==> src/rtl/conv2d_stream.sv <==
// conv2d_stream: streaming KxK "valid"-mode convolution over raster-ordered
// unsigned pixels. It keeps K-1 line buffers and a KxK window. Signed weights
// sit in a shadow bank and are committed to the active bank at frame start.
// Results pass through a two-stage product/sum pipeline under ready/valid
// flow control.
// Optional build macro: CONV2D_STREAM_RELU_EN (clamp negative results to 0).
module conv2d_stream #(
  parameter int DATA_WIDTH  = 8,
  parameter int COEF_WIDTH  = 8,
  parameter int OUT_WIDTH   = 8,
  parameter int KERNEL_SIZE = 3,
  parameter int IMG_W       = 64,
  parameter int IMG_H       = 64,
  parameter int SHIFT       = 0
) (
  input  logic                                          clk,
  input  logic                                          rst_n,
  input  logic [DATA_WIDTH-1:0]                         pixel_in,
  input  logic                                          valid_in,
  output logic                                          ready_in,
  input  logic                                          coef_we,
  input  logic [$clog2(KERNEL_SIZE*KERNEL_SIZE)-1:0]    coef_addr,
  input  logic signed [COEF_WIDTH-1:0]                  coef_data,
  output logic signed [OUT_WIDTH-1:0]                   conv_out,
  output logic                                          valid_out,
  input  logic                                          ready_out,
  output logic                                          last_out
);

  localparam int K      = KERNEL_SIZE;
  localparam int NT     = K * K;
  localparam int AW     = $clog2(NT);
  localparam int CW     = $clog2(IMG_W);
  localparam int RW     = $clog2(IMG_H);
  localparam int PW     = DATA_WIDTH + 1 + COEF_WIDTH;
  localparam int ACC_W  = PW + $clog2(NT);
  localparam int CENTRE = (NT - 1) / 2;
  localparam logic signed [COEF_WIDTH-1:0] ID_COEF = COEF_WIDTH'(1 << SHIFT);
  localparam logic signed [ACC_W-1:0]      SAT_MAX = ACC_W'((1 << (OUT_WIDTH - 1)) - 1);
  localparam logic signed [ACC_W-1:0]      SAT_MIN = ACC_W'(-(1 << (OUT_WIDTH - 1)));

  logic                          advance, accept, frame_start;
  logic                          col_last, row_last, win_ok;
  logic [CW-1:0]                 col_q, col_d;
  logic [RW-1:0]                 row_q, row_d;
  logic [DATA_WIDTH-1:0]         lb_rd   [K-1];
  logic [DATA_WIDTH-1:0]         new_col [K];
  logic [DATA_WIDTH-1:0]         win_q   [K][K];
  logic signed [COEF_WIDTH-1:0]  shadow_q [NT];
  logic signed [COEF_WIDTH-1:0]  active_q [NT];
  logic signed [PW-1:0]          prod_d [NT];
  logic signed [PW-1:0]          prod_q [NT];
  logic                          win_vld_q, win_last_q, p1_vld_q, p1_last_q;
  logic signed [ACC_W-1:0]       sum_d, shift_d;
  logic signed [OUT_WIDTH-1:0]   sat_d, conv_q;
  logic                          valid_q, last_q;

  // The pipeline is stalled only while a held result is refused downstream.
  assign ready_in    = ready_out | ~valid_q;
  assign advance     = ready_in;
  assign accept      = valid_in & ready_in;
  assign col_last    = (col_q == CW'(IMG_W - 1));
  assign row_last    = (row_q == RW'(IMG_H - 1));
  assign frame_start = accept && (col_q == '0) && (row_q == '0);
  assign win_ok      = (col_q >= CW'(K - 1)) && (row_q >= RW'(K - 1));

  assign conv_out  = conv_q;
  assign valid_out = valid_q;
  assign last_out  = last_q;

  // Raster position of the next pixel to be accepted.
  always_comb begin
    col_d = col_q + CW'(1);
    row_d = row_q;
    if (col_last) begin
      col_d = '0;
      row_d = row_last ? '0 : row_q + RW'(1);
    end
  end

  // Raster position register, stepped once per accepted pixel.
  always_ff @(posedge clk or negedge rst_n) begin
    if (!rst_n) begin
      col_q <= '0;
      row_q <= '0;
    end else if (accept) begin
      col_q <= col_d;
      row_q <= row_d;
    end
  end

  // Line buffers: line 0 is the oldest row, line K-2 the row just above the
  // incoming pixel. Each accept pushes the column one line up.
  genvar gi;
  generate
    for (gi = 0; gi < K - 1; gi++) begin : g_line
      logic [DATA_WIDTH-1:0] mem [IMG_W];
      assign lb_rd[gi] = mem[col_q];
      if (gi == K - 2) begin : g_newest
        // newest stored line takes the incoming pixel
        always_ff @(posedge clk) if (accept) mem[col_q] <= pixel_in;
      end else begin : g_older
        // older line inherits the column from the line below it
        always_ff @(posedge clk) if (accept) mem[col_q] <= lb_rd[gi+1];
      end
    end
  endgenerate

  // Column entering the window: stored lines on top, live pixel at the bottom.
  always_comb begin
    for (int r = 0; r < K - 1; r++) new_col[r] = lb_rd[r];
    new_col[K-1] = pixel_in;
  end

  // Window register: shifts left one column per accepted pixel.
  always_ff @(posedge clk or negedge rst_n) begin
    if (!rst_n) begin
      for (int r = 0; r < K; r++)
        for (int c = 0; c < K; c++) win_q[r][c] <= '0;
    end else if (accept) begin
      for (int r = 0; r < K; r++) begin
        for (int c = 0; c < K - 1; c++) win_q[r][c] <= win_q[r][c+1];
        win_q[r][K-1] <= new_col[r];
      end
    end
  end

  // Weight banks: writes go to shadow; shadow is committed on the frame's first pixel.
  always_ff @(posedge clk or negedge rst_n) begin
    if (!rst_n) begin
      for (int i = 0; i < NT; i++) begin
        shadow_q[i] <= (i == CENTRE) ? ID_COEF : '0;
        active_q[i] <= (i == CENTRE) ? ID_COEF : '0;
      end
    end else begin
      if (coef_we && (coef_addr < AW'(NT))) shadow_q[coef_addr] <= coef_data;
      if (frame_start) begin
        for (int i = 0; i < NT; i++) active_q[i] <= shadow_q[i];
      end
    end
  end

  // Per-tap product: zero-extended pixel times sign-extended weight.
  generate
    for (gi = 0; gi < NT; gi++) begin : g_tap
      assign prod_d[gi] = $signed({{COEF_WIDTH{1'b0}}, 1'b0, win_q[gi / K][gi % K]}) *
                          $signed({{(DATA_WIDTH + 1){active_q[gi][COEF_WIDTH-1]}}, active_q[gi]});
    end
  endgenerate

  // Sum of products, floor shift, optional ReLU, then saturation.
  always_comb begin
    sum_d = '0;
    for (int i = 0; i < NT; i++) sum_d = sum_d + ACC_W'(prod_q[i]);
    shift_d = sum_d >>> SHIFT;
`ifdef CONV2D_STREAM_RELU_EN
    if (shift_d[ACC_W-1]) shift_d = '0;
`endif
    if (shift_d > SAT_MAX)      sat_d = SAT_MAX[OUT_WIDTH-1:0];
    else if (shift_d < SAT_MIN) sat_d = SAT_MIN[OUT_WIDTH-1:0];
    else                        sat_d = shift_d[OUT_WIDTH-1:0];
  end

  // Window -> products -> output pipeline, frozen as a whole during a stall.
  always_ff @(posedge clk or negedge rst_n) begin
    if (!rst_n) begin
      win_vld_q  <= 1'b0;
      win_last_q <= 1'b0;
      p1_vld_q   <= 1'b0;
      p1_last_q  <= 1'b0;
      valid_q    <= 1'b0;
      last_q     <= 1'b0;
      conv_q     <= '0;
      for (int i = 0; i < NT; i++) prod_q[i] <= '0;
    end else if (advance) begin
      win_vld_q  <= accept & win_ok;
      win_last_q <= accept & col_last & row_last;
      p1_vld_q   <= win_vld_q;
      p1_last_q  <= win_last_q;
      if (win_vld_q) begin
        for (int i = 0; i < NT; i++) prod_q[i] <= prod_d[i];
      end
      valid_q <= p1_vld_q;
      last_q  <= p1_last_q;
      if (p1_vld_q) conv_q <= sat_d;
    end
  end

endmodule

==> config.mk <==
export PLATFORM = sky130hd
export DESIGN_NAME = conv2d_stream
export DESIGN_NICKNAME = d
export VERILOG_FILES = /design/src/rtl/conv2d_stream.sv
export SDC_FILE = /design/constraint.sdc
export NUM_CORES = 2
export LEC_CHECK = 0
export BUFFER_PORTS_ARGS = -buffer_cell sky130_fd_sc_hd__buf_2
export CAP_MARGIN = 20
export CORE_ASPECT_RATIO = 1.5
export CORE_MARGIN = 2
export CORE_UTILIZATION = 45
export CTS_CLUSTER_DIAMETER = 50
export DETAILED_ROUTE_END_ITERATION = 10
export PLACE_DENSITY = 0.73
export SLEW_MARGIN = 15
export SYNTH_ARGS = -nofsm -noshare
export SYNTH_HDL_FRONTEND = slang
export SYNTH_SLANG_ARGS = --single-unit
==> constraint.sdc <==
create_clock -name clk -period 5.1 [get_ports clk]
set_clock_uncertainty 0.2 [all_clocks]
set_input_delay 0.255 -clock clk [delete_from_list [all_inputs] [get_ports clk]]
set_output_delay 0.255 -clock clk [all_outputs]
set_load 0.1 [all_outputs]
After elaboration in Yosys (flattened, before gate mapping)
Memories as Yosys holds them, arrays and structs flattened. A register that Yosys moved wholly into a read port is not among the register bits.
Index checks and enable logic that the tools add are counted.
{ "op_classes": {"reduce_logical": 11, "mux": 9, "n_addsub": 10, "n_eq_ne": 2, "order_cmp": 7, "bitwise_logic": 7, "n_mul": 9} }
{ "op_table": {"columns": ["op", "count"], "rows": [
  ["multiplier 9 x 8 -> 17 bit", 9],
  ["adder 21 x 17 -> 21 bit", 4],
  ["bitwise mux 72 bit", 1],
  ["demux 8 bit (select 4 bit)", 1],
  ["two-way mux 8 bit", 3],
  ["adder 20 x 17 -> 21 bit", 1],
  ["greater-than comparator 21 x 8 -> 1 bit, second input constant", 1],
  ["less-than comparator 21 x 8 -> 1 bit, second input constant", 1],
  ["adder 19 x 17 -> 20 bit", 1],
  ["adder 18 x 17 -> 19 bit", 1],
  ["adder 17 x 17 -> 18 bit", 1],
  ["adder 6 x 1 -> 6 bit, second input constant", 2],
  ["== test 6 bit, second input constant", 2],
  ["greater-or-equal comparator 6 x 2 -> 1 bit, second input constant", 2],
  ["zero test 6 bit", 2],
  ["two-way mux 6 bit", 2],
  ["AND reduction 2 bit", 3],
  ["greater-or-equal comparator 5 bit, second input constant", 1],
  ["logical AND 1 bit", 5],
  ["less-than comparator 5 x 1 -> 1 bit, second input constant", 1],
  ["inverter 4 -> 5 bit", 1],
  ["AND 1 bit", 4],
  ["less-than comparator 4 bit, second input constant", 1],
  ["two-way mux 1 bit", 2],
  ["3 further kinds", 3]
]} }
{ "totals": {"reg_bits": 387, "ram_bits": 1024, "wordCells": 101, "output_inout_bits": 11, "input_bits": 25, "memories": 2} }
{ "memory_table": {"columns": ["memory", "depth", "word_bits", "read_ports", "rd_clocked_by_memory_dff", "wr", "line_no", "rtl"], "rows": [
  ["g_line[0].mem", 64, 8, 1, 1, 1, "97", "logic [DATA_WIDTH-1:0] mem [IMG_W];"],
  ["g_line[1].mem", 64, 8, 1, 0, 1, "97", null]
]} }

Depth between registers and ports, before layout
{ "depth": {"ltp_word": 11, "depth_mapped": 19, "mapped_depth_nobuf": 18} }

Worst setup path before layout
Ideal clock, no wire load.
{ "synth_timing": {"path_type": "reg-to-reg", "start": "register prod_q[104] (netlist bit)", "end": "register conv_q[6], in the netlist conv_out[6]", "path_stages_with_launch": 17, "n_path_buf": 0, "setup_ns": 0.086, "synth_period_minus_slack_ns": 5.063, "required_ns": 4.814, "path_slack_ns": 0.037, "t_arrival_ns": 4.777, "path_cell_list": "dfrtp_1 -> fa_1 -> fa_1 -> fa_1 -> inv_1 -> fa_1 -> inv_1 -> ha_1 -> fa_1 -> a21oi_1 -> o211a_1 -> a211oi_2 -> o41ai_1 -> xor2_1 -> nor4_2 -> nand4_2 -> a32oi_1"} }
{ "synth_via": {"elab_chain_cells": 10, "word_cells_on_any_way": 11, "cone_classes": "add/sub (7); order compare (2); mux (2)"} }
{ "synth_rtl": {"columns": ["item", "line_no", "rtl"], "rows": [
  ["start, declared", "52", "logic signed [PW-1:0] prod_q [NT];"],
  ["adder 18 x 17 -> 19 bit (*)", "154", "for (int i = 0; i < NT; i++) sum_d = sum_d + ACC_W'(prod_q[i]);"],
  ["adder 19 x 17 -> 20 bit (*)", "154", null],
  ["adder 20 x 17 -> 21 bit (*)", "154", null],
  ["adder 21 x 17 -> 21 bit (*) (4 in series)", "154", null],
  ["less-than comparator 21 x 8 -> 1 bit", "160", "else if (shift_d < SAT_MIN) sat_d = SAT_MIN[OUT_WIDTH-1:0];"],
  ["two-way mux 8 bit", "160", null],
  ["two-way mux 8 bit (*)", "159", "if (shift_d > SAT_MAX) sat_d = SAT_MAX[OUT_WIDTH-1:0];"],
  ["end signal, assigned", "185", "if (p1_vld_q) conv_q <= sat_d;"],
  ["end, declared", "55", "logic signed [OUT_WIDTH-1:0] sat_d, conv_q;"]
]} }
Every way passes the cells marked *; elsewhere a longest branch is shown, timed or not.
A chain may end at the register's enable or synchronous reset.

Final worst setup path
{ "layout_timing": {"start": "register prod_q[121] (netlist bit)", "end": "register conv_q[5], in the netlist conv_out[5]"} }
{ "layout_via": {"elab_chain_cells": 11, "word_cells_on_any_way": 12, "cone_classes": "add/sub (8); order compare (2); mux (2)"} }
{ "layout_rtl": {"columns": ["item", "line_no"], "rows": [
  ["adder 17 x 17 -> 18 bit (*)", "154"],
  ["adder 18 x 17 -> 19 bit (*)", "154"],
  ["adder 19 x 17 -> 20 bit (*)", "154"],
  ["adder 20 x 17 -> 21 bit (*)", "154"],
  ["adder 21 x 17 -> 21 bit (*) (4 in series)", "154"],
  ["less-than comparator 21 x 8 -> 1 bit", "160"],
  ["two-way mux 8 bit", "160"],
  ["two-way mux 8 bit (*)", "159"]
]} }
Marks and branches as above.

==> flow_metrics.py <==
metrics = {
    "status": {
        "status": "finished with violations",
        "violations": "negative setup slack",
    },
    "place": {
        "place_congestion": 0.915,
        "dp_hpwl_mm": 134,
        "place.port_buffers": 35,
    },
    "synthesis": {
        "synth_cell_types": 82,
        "ys_seq_area_share_pct": 53.9,
        "yosysTopAreaCellShare_pct": 40.8,
        "synth_edf_count": 1024,
        "synth-main-ff-cell": "edfxtp_1",
        "syn_area_per_cell_sq_um": 12.6,
        "ys_top_cells_by_area": "edfxtp_1, dfrtp_1, fa_1",
        "synth_top_area_cell": "edfxtp_1",
        "syn-num-nets": 6871,
        "synth_area_sq_mm": 0.0754,
        "synth_cells": 5977,
        "async_reset_ff_share_pct": 27.8,
        "ys_warn_count": 0,
        "ys_ff_latch": 1419,
    },
    "global_routing": {
        "overflow": 0,
        "grt_pass1_wl_mm": 303,
        "grt_pass1_vias": 50400,
        "antenna_found_initial": 7,
        "grtUsageTotal_pct": 23.4,
        "grt_max_degree": 115,
    },
    "timing": {
        "setup_viol": 7,
        "fin_crit_sh_pct": 103,
        "fin_tns_setup_ps": -843,
        "max_slew_margin_pct": 18.7,
        "fmax_mhz": 191,
        "period_minus_slack_ps": 5230,
        "rsz0062_at_grt": "true",
        "worst_slack_ps": -135,
        "drv_slew": 0,
        "worstMarginPinSlew_ps": 1210,
        "hold_viol": 0,
    },
    "floorplan": {
        "start_util_pct": 45.2,
        "core_sq_mm": 0.167,
        "pin_count": 36,
        "fp-row-count": 184,
        "fp.dieW_microns": 338,
        "dieHeight_microns": 505,
        "design.die.area_sq_mm": 0.171,
    },
    "route": {
        "drt_wl_total_mm": 199,
        "ant_nets": 0,
        "drc": 0,
        "dr.pass1.iters": 5,
        "drt_iter0_markers": 4058,
        "drt-wirelength-per-cell_microns": 23.3,
        "via_per_inst": 5.69,
        "vias": 48500,
    },
    "layout": {
        "layout_commonest_cell": "edfxtp_1",
        "multiInputGateArea_sq_mm": 0.0313,
        "nNetsFinal": 7057,
        "syn_to_final_growth_pct": 12.7,
        "seq_area_sq_mm": 0.0407,
        "drive_gt1_share_pct": 12.2,
        "final.fill_count": 14000,
        "layout_common_cells": "edfxtp_1, nand2_1, inv_1, fa_1, a22oi_1",
    },
    "setup_path": {
        "critPathLaunchType": "flop",
        "critical_path_class": "reg -> reg",
        "startpoint": "prod_q[121]",
        "r2r-start": "prod_q[121]",
        "crit_path_end_kind": "flop",
        "critPathRequiredTime_ps": 5620,
        "cp_max_fo": 7,
        "cp.arrival_ps": 5760,
    },
    "clock_network": {
        "clk_path_buf_depth": 3,
        "htree_levels": 4,
        "cts_buffers": 146,
        "cts.reportedPaths.clkPinSlew_ps": 70,
        "clk_latency_ps": 820,
        "root_buffer": "clkbuf_16",
        "tritoncts": "done",
        "clock_sinks": 1419,
    },
    "pwr": {
        "power_uw": 39800,
        "p_leak_uw": 0.0351,
        "power.ir.vdd_worst_uv": 806,
        "cellPowerDensity_mw_per_mm2": 469,
    },
    "worst_hold_path": {
        "min_from": "coef_data[5]",
        "hp-class": "in -> reg",
    },
    "flow_run": {
        "drv_cap": 0,
    },
}
-- metal layers --
layer	part of all wire [%]	GRT usage, %	vias to the layer above
met5	0	0	-
met4	7.6	15.9	0
met3	6.8	3.42	533
met2	50	40.7	1962
met1	35	26.6	24600
li1	-	-	21400
-- power by group --
| group | total (uW) | switching [uW] | internal, uW | leakage (uW) |
|---|---|---|---|---|
| Combinational | 13000 | 8930 | 4070 | 0.0182 |
| Clock | 11100 | 4840 | 6220 | 0.00243 |
| Sequential | 15800 | 807 | 15000 | 0.0145 |
-- critical path, cell delays in order (launching register included) --
cell      delay (ps)
dfrtp_1          400
fa_1             560
fa_1             450
fa_1             550
inv_1             50
fa_1             490
inv_2             50
ha_4             170
fa_2             420
a21oi_2          190
o211a_1          230
a211oi_2         100
o41ai_2          290
xor2_1           170
nor4_2           320
nand4_2          240
a32oi_1          260
-- cells in the mapped netlist, drive strengths merged (147+ instances only) --
library cell / count
edfxtp: 1024
nand2: 673
fa: 455
a22oi: 448
dfrtp: 393
and2: 306
o21ai: 178
inv: 653
mux2: 147
ha: 414
nor2: 182
clkbuf: 186
-- cell families (layout without fill, tap and decap cells) --
kind of cell               after synthesis  in the layout  synth area share (%)
and+or+nand+nor                       1519           1519                  9.71
DFF                                   1419           1419                  53.9
AOI/OAI and AO/OA                      985            985                  9.17
buffers and inverters                  933           1239                  4.82
adders and majority gates              869            869                  19.0
muxes                                  148            148                  2.21
xor gates and xnor gates               104            104                  1.21
other                                    0             13                     0
-- metrics by stage --
step	hold WS, ps	utilization [%]	std cells	setup slack [ps]	instance area [sq um]
after global routing	12.5	50.9	8517	-332	84900
after CTS	5.79	50.7	8508	-65.5	84700
after detailed placement	143	47.6	8224	-294	79500
final	0.736	50.9	8528	-135	84900
after global placement	133	47.6	8223	-224	79400
after floorplan	-241	-	5977	36.7	75400
-- worst paths after layout --
path | end | slack, ps | cells after the start
hold / removal | shadow_q[29] | 0.7 | 2
setup reg to reg | conv_out[5] | -130 | 16
hold reg to reg | active_q[41] | 280 | 1
min in group asynchronous | shadow_q[59] | 470 | 4
setup / recovery | conv_out[5] | -130 | 16
max in group asynchronous | prod_q[82] | 3510 | 4
-- sequential cells by signal, summed over array words and instances (netlist names), 6 cells and up --
register,flops
g_line.mem,1024
row_q,6
conv_out,8
shadow_q,72
win_q,72
active_q,72
prod_q,153
col_q,6
-- final cells by class --
cell class,instances,share of cell area [%]
Timing Repair Buffer,318,3.11
Clock buffer,171,4.48
Clock inverter,97,1.44
Multi-Input combinational cell,3625,36.9
Tap cell,2232,3.29
Inverter,653,2.89
Antenna cell,13,0.0383
Sequential cell,1419,47.9
-- timing repair --
action                                 in CTS  in global routing
setup endpoints to repair                   8                 38
hold buffers                               16                  3
pin swaps                                   7                  6
resized for setup                           8                 53
setup buffers                               0                  4
gates cloned                                0                  0
endpoints found under the hold margin     697                131
Power figures use the tool's default switching activity.
